==> src/rtl/mon_link_pkg.sv <==
// Shared constants, FSM state types and counter sizing for the monitor serial link.
package mon_link_pkg;

   localparam int FRAME_BITS = 40;

   typedef enum logic [2:0] {
      TX_IDLE,
      TX_START,
      TX_DATA,
      TX_STOP,
      TX_GAP
   } tx_state_t;

   typedef enum logic [1:0] {
      RX_IDLE,
      RX_START,
      RX_DATA,
      RX_STOP
   } rx_state_t;

   // Bits needed for a down-counter holding values 0..n.
   function automatic int div_width(input int n);
      return (n < 1) ? 1 : $clog2(n + 1);
   endfunction

endpackage

==> src/rtl/mon_link_rx.sv <==
// Deserializer for 40-bit reply frames: one-flop input stage, start check, mid-bit sampling.
//
// state    | meaning
// RX_IDLE  | line idle, waiting for rx_s low
// RX_START | waiting half a bit, then confirming the start bit
// RX_DATA  | sampling 40 data bits, MSB first
// RX_STOP  | sampling the stop bit, pulsing valid or frame error
module mon_link_rx
   import mon_link_pkg::*;
#(
   parameter int BIT_DIV = 1
) (
   input  logic                  mon_clk,
   input  logic                  rst_n,
   input  logic                  from_mon,
   output logic [FRAME_BITS-1:0] rx_data,
   output logic                  rx_valid,
   output logic                  rx_frame_err,
   output logic                  rx_busy
);

   localparam int DIV_W = div_width(BIT_DIV);
   localparam int CNT_W = div_width(FRAME_BITS);
   localparam logic [DIV_W-1:0] DIV_HALF  = DIV_W'(BIT_DIV / 2);
   localparam logic [DIV_W-1:0] DIV_FULL  = DIV_W'(BIT_DIV);
   localparam logic [CNT_W-1:0] DATA_LAST = CNT_W'(FRAME_BITS - 1);

   rx_state_t             rx_state, rx_next;
   logic                  rx_s;
   logic [DIV_W-1:0]      rx_div;
   logic [CNT_W-1:0]      rx_bit;
   logic [FRAME_BITS-1:0] rx_sh;
   logic                  sample;
   logic                  last_bit;

   // Terminal count at 1 so a load of N gives a sample N cycles later.
   assign sample   = (rx_div <= DIV_W'(1));
   assign last_bit = (rx_bit == '0);
   assign rx_busy  = (rx_state != RX_IDLE);

   always_comb begin
      rx_next = rx_state;
      case (rx_state)
         RX_IDLE:  if (!rx_s) rx_next = RX_START;
         RX_START: if (sample) rx_next = rx_s ? RX_IDLE : RX_DATA;
         RX_DATA:  if (sample && last_bit) rx_next = RX_STOP;
         RX_STOP:  if (sample) rx_next = RX_IDLE;
         default:  rx_next = RX_IDLE;
      endcase
   end

   always_ff @(posedge mon_clk or negedge rst_n) begin
      if (!rst_n) begin
         rx_state     <= RX_IDLE;
         rx_s         <= 1'b1;
         rx_div       <= '0;
         rx_bit       <= '0;
         rx_sh        <= '0;
         rx_data      <= '0;
         rx_valid     <= 1'b0;
         rx_frame_err <= 1'b0;
      end else begin
         rx_state     <= rx_next;
         rx_s         <= from_mon;
         rx_valid     <= 1'b0;
         rx_frame_err <= 1'b0;
         case (rx_state)
            RX_IDLE: rx_div <= DIV_HALF;
            RX_START: begin
               if (sample) begin
                  rx_div <= DIV_FULL;
                  rx_bit <= DATA_LAST;
               end else begin
                  rx_div <= rx_div - DIV_W'(1);
               end
            end
            RX_DATA: begin
               if (sample) begin
                  rx_div <= DIV_FULL;
                  rx_sh  <= {rx_sh[FRAME_BITS-2:0], rx_s};
                  rx_bit <= rx_bit - CNT_W'(1);
               end else begin
                  rx_div <= rx_div - DIV_W'(1);
               end
            end
            RX_STOP: begin
               if (sample) begin
                  if (rx_s) begin
                     rx_data  <= rx_sh;
                     rx_valid <= 1'b1;
                  end else begin
                     rx_frame_err <= 1'b1;
                  end
               end else begin
                  rx_div <= rx_div - DIV_W'(1);
               end
            end
            default: rx_div <= DIV_HALF;
         endcase
      end
   end

endmodule

==> src/rtl/mon_host_link.sv <==
// Host end of the monitor link: 40-bit command serializer plus the reply deserializer.
//
// state    | meaning
// TX_IDLE  | tx_ready high, waiting for tx_valid
// TX_START | driving the start bit (0)
// TX_DATA  | shifting out 40 data bits, MSB first
// TX_STOP  | driving the stop bit (1)
// TX_GAP   | holding the line idle for GAP_BITS bits
module mon_host_link
   import mon_link_pkg::*;
#(
   parameter int BIT_DIV  = 1,
   parameter int GAP_BITS = 4
) (
   input  logic                  mon_clk,
   input  logic                  rst_n,
   input  logic [FRAME_BITS-1:0] tx_data,
   input  logic                  tx_valid,
   output logic                  tx_ready,
   output logic                  to_mon,
   input  logic                  from_mon,
   output logic [FRAME_BITS-1:0] rx_data,
   output logic                  rx_valid,
   output logic                  rx_frame_err,
   output logic                  tx_busy,
   output logic                  rx_busy
);

   localparam int DIV_W = div_width(BIT_DIV);
   localparam int CNT_W = div_width((GAP_BITS > FRAME_BITS) ? GAP_BITS : FRAME_BITS);
   localparam logic [DIV_W-1:0] DIV_LOAD  = DIV_W'(BIT_DIV - 1);
   localparam logic [CNT_W-1:0] DATA_LAST = CNT_W'(FRAME_BITS - 1);
   localparam logic [CNT_W-1:0] GAP_LAST  = CNT_W'((GAP_BITS > 0) ? GAP_BITS - 1 : 0);

   tx_state_t             tx_state, tx_next;
   logic [DIV_W-1:0]      tx_div;
   logic [CNT_W-1:0]      tx_bit;
   logic [FRAME_BITS-1:0] tx_sh;
   logic                  bit_end;
   logic                  last_bit;
   logic                  tx_line;

   assign bit_end  = (tx_div == '0);
   assign last_bit = (tx_bit == '0);
   assign tx_ready = (tx_state == TX_IDLE) && rst_n;
   assign tx_busy  = (tx_state != TX_IDLE);

   always_comb begin
      tx_next = tx_state;
      tx_line = 1'b1;
      case (tx_state)
         TX_IDLE:  if (tx_valid && tx_ready) tx_next = TX_START;
         TX_START: begin
            tx_line = 1'b0;
            if (bit_end) tx_next = TX_DATA;
         end
         TX_DATA: begin
            tx_line = tx_sh[FRAME_BITS-1];
            if (bit_end && last_bit) tx_next = TX_STOP;
         end
         TX_STOP:  if (bit_end) tx_next = (GAP_BITS == 0) ? TX_IDLE : TX_GAP;
         TX_GAP:   if (bit_end && last_bit) tx_next = TX_IDLE;
         default:  tx_next = TX_IDLE;
      endcase
   end

   // to_mon is the registered line value of the current state, one cycle behind it.
   always_ff @(posedge mon_clk or negedge rst_n) begin
      if (!rst_n) begin
         tx_state <= TX_IDLE;
         tx_div   <= '0;
         tx_bit   <= '0;
         tx_sh    <= '0;
         to_mon   <= 1'b1;
      end else begin
         tx_state <= tx_next;
         to_mon   <= tx_line;
         if (tx_state == TX_IDLE) begin
            tx_div <= DIV_LOAD;
            if (tx_valid) tx_sh <= tx_data;
         end else if (bit_end) begin
            tx_div <= DIV_LOAD;
            if (tx_state == TX_DATA) tx_sh <= {tx_sh[FRAME_BITS-2:0], 1'b0};
            case (tx_state)
               TX_START: tx_bit <= DATA_LAST;
               TX_STOP:  tx_bit <= GAP_LAST;
               default:  tx_bit <= tx_bit - CNT_W'(1);
            endcase
         end else begin
            tx_div <= tx_div - DIV_W'(1);
         end
      end
   end

   mon_link_rx #(
      .BIT_DIV(BIT_DIV)
   ) u_rx (
      .mon_clk     (mon_clk),
      .rst_n       (rst_n),
      .from_mon    (from_mon),
      .rx_data     (rx_data),
      .rx_valid    (rx_valid),
      .rx_frame_err(rx_frame_err),
      .rx_busy     (rx_busy)
   );

endmodule

==> config.mk <==
export PLATFORM = sky130hd
export DESIGN_NAME = mon_host_link
export DESIGN_NICKNAME = d
export VERILOG_FILES = /design/src/rtl/mon_link_pkg.sv /design/src/rtl/mon_link_rx.sv /design/src/rtl/mon_host_link.sv
export SDC_FILE = /design/constraint.sdc
export NUM_CORES = 1
export LEC_CHECK = 0
export ABC_AREA = 0
export BUFFER_PORTS_ARGS = -buffer_cell sky130_fd_sc_hd__clkbuf_2
export CAP_MARGIN = 5
export CORE_MARGIN = 2
export CORE_UTILIZATION = 40
export CTS_BUF_LIST = sky130_fd_sc_hd__clkbuf_16
export DETAILED_ROUTE_END_ITERATION = 8
export PLACE_DENSITY_LB_ADDON = 0.3
export RECOVER_POWER = 50
export SLEW_MARGIN = 20
export SYNTH_ARGS = -nofsm -noshare
export SYNTH_HDL_FRONTEND = slang
export SYNTH_SLANG_ARGS = --single-unit
==> constraint.sdc <==
create_clock -name mon_clk -period 1.9 [get_ports mon_clk]
set_input_delay 0.095 -clock mon_clk [delete_from_list [all_inputs] [get_ports mon_clk]]
set_output_delay 0.095 -clock mon_clk [all_outputs]
set_load 0.005 [all_outputs]
==> impl_metrics.ini <==
[drt]
drtPass1Iterations = 4
routedWlPerCell_um = 14.35
routed_wl_um = 10360
ant_nets = 0
vias = 3609
drt-initial-drc-count = 154
drc = 0
viasPerCell = 4.999

[sta]
hold_slack_ns = 0.04664
grt_setup_unrepaired = false
layout_min_cycle_time_ns = 1.670
finalHoldViolations = 0
setup_ws_ns = 0.2297
clock.fmax_mhz = 598.7
fin_skew_ns = 0.008432
tns_ns = 0
worst_slew_pin_slew_ns = 1.035
max-slew-margin-rel_pct = 30.98
fin_crit_sh_pct = 87.91
slew_violations = 0
setup_viol_count_final = 0

[grt]
grt_pass1_wl_um = 18100
grt_use_total_pct = 13.95
grt_pass1_vias = 3727
grt_antenna_before_repair = 0
grt_max_degree = 78
grt_overflow = 0

[synth]
syn-num-nets = 471
async_flop_share_pct = 100.0
synth-edff-count = 0
synth_area_sq_um = 6086
synth_cell_type_count = 43
synthCells = 418
seq_area_frac_synth_pct = 58.02
synth-seq-cells = 141
syn_avg_cell_area_sq_um = 14.56
ys_warn_count = 0
synth_ff_type = dfrtp_1

[die]
die_h_um = 127.3
start_util_pct = 40.48
io_pins = 90
die_w_um = 127.3
die-area_sq_um = 16220
core_sq_um = 15030
rows = 45

[final_layout]
final_nets = 574
finalInstanceArea_sq_um = 7361
final_util_pct = 48.96
fillers = 1319
stdcell_count = 722
final_cell_mix = mux2_2, dfrtp_1, clkbuf_2
final_common_cell = mux2_2
antenna_cells = 0
drive_gt1_share_pct = 54.68
area_delta_synth_final_pct = 20.95

[clock_tree]
clockRootBuffer = clkbuf_16
clk_latency_ns = 0.41
htreeDepth = 4
clock_sinks = 141
cts_made_buffers = 17
cts_tree = yes
clk_pin_slew_ns = 0.06
cts_buffer_depth = 2
post_cts_buffers = 0

[power]
power_mw = 8.122
vdd_ir_drop_max_mv = 0.6689
leakage_nw = 3.606
powerDensity_nw_per_um2 = 1103

[critical_path]
worstPathMaxFanout = 40
crit_type = reg2out
critPathRequiredTime_ns = 1.80
arrival_ns = 1.58
critPathLaunchType = flip-flop
end_kind = output port

[place]
io_buffers = 89
placedCellCount = 687
hpwl_um = 7012
gp_congestion = 0.7740
place_area_sq_um = 6800
pre_cts_slack_ns = 0.2400

[job]
cap_violations = 0

[worst_hold_path]
hp-class = in2reg

[status]
outcome = finished clean
-- registers in the layout (all words and copies together) (netlist names), named ones only --
signal and flops:
u_rx.rx_bit 6, tx_state 3, tx_bit 6, u_rx.rx_frame_err 1
tx_sh 40, u_rx.rx_data 40, u_rx.rx_s 1, to_mon 1
u_rx.rx_sh 40, u_rx.rx_state 1, u_rx.rx_valid 1
-- cell families (layout without fill, tap and decap cells) --
group | Yosys count | in the layout | share of synthesized area, %
AOI/OAI and AO/OA | 30 | 30 | 3.413
xor gates and xnor gates | 1 | 1 | 0.1439
adders and majority gates | 9 | 9 | 1.850
buffers and inverters | 35 | 151 | 3.001
DFF | 141 | 141 | 58.02
muxes | 161 | 161 | 29.75
and+or+nand+nor | 41 | 41 | 3.824
-- where the power goes --
part           total (mW)  internal, mW  switching (mW)
logic                1.51         0.830           0.681
clock network        3.04          1.79            1.25
registers            3.57          3.36           0.216
-- what timing repair did --
item,in CTS,in global routing
resized for setup,0,0
hold endpoints to repair,109,0
hold buffers,3,0
-- layout make-up --
| type | count | area (sq um) | area share (%) |
|---|---|---|---|
| clock buffers | 17 | 425.4 | 5.779 |
| clock inverters | 15 | 126.4 | 1.717 |
| inverters | 14 | 52.55 | 0.7139 |
| multi-input cells | 242 | 2382 | 32.36 |
| flip-flops and latches | 141 | 3531 | 47.97 |
| well taps | 188 | 235.2 | 3.196 |
| repair buffers | 105 | 608.1 | 8.261 |
-- routing by layer --
metal	vias to the layer above	wire length [um]	GRT usage, %	share of wire (%)
li1	1710	-	-	-
met1	1808	4786	18.23	46
met2	83	4963	21.74	48
met3	8	519	5.067	5.0
met4	0	93	4.460	0.90
met5	-	0	0	0
-- path summary, 6_finish.rpt --
kind,end,slack (ns),startpoint,cells after the start
min,tx_sh[10],0.05,tx_data[10],3
min reg2reg,tx_sh[0],0.50,tx_sh[0],1
max reg2reg,tx_sh[6],0.23,tx_state[1],4
max in group asynchronous,u_rx.rx_sh[33],0.41,rst_n,3
max,tx_ready,0.23,tx_state[1],4
min in group asynchronous,tx_sh[34],0.13,rst_n,2
-- worst max-delay path, cell delays in order (launching register included) --
cell and delay (ns):
dfrtp_1 0.40, nor3_4 0.25, buf_12 0.26, and2_1 0.15, clkbuf_2 0.10
-- synth_stat cells (all sizes together), types with 2 or more instances --
master | count | share of area (%)
mux2 | 159 | 29
dfrtp | 139 | 57
buf | 17 | 1.9
inv | 14 | 0.86
a21oi | 10 | 0.88
ha | 9 | 1.9
nor3 | 9 | 0.93
nor2 | 8 | 0.49
nor2b | 6 | 0.62
clkbuf | 4 | 0.25
nand2 | 3 | 0.19
nand2b | 3 | 0.31
nand3 | 3 | 0.25
o21ai | 3 | 0.25
a211oi | 2 | 0.25
a31oi | 2 | 0.21
dfstp | 2 | 0.86
mux2i | 2 | 0.33
nand3b | 2 | 0.25
nand4 | 2 | 0.21
nor3b | 2 | 0.25
o22ai | 2 | 0.21
(Power assumes the default switching activity.)
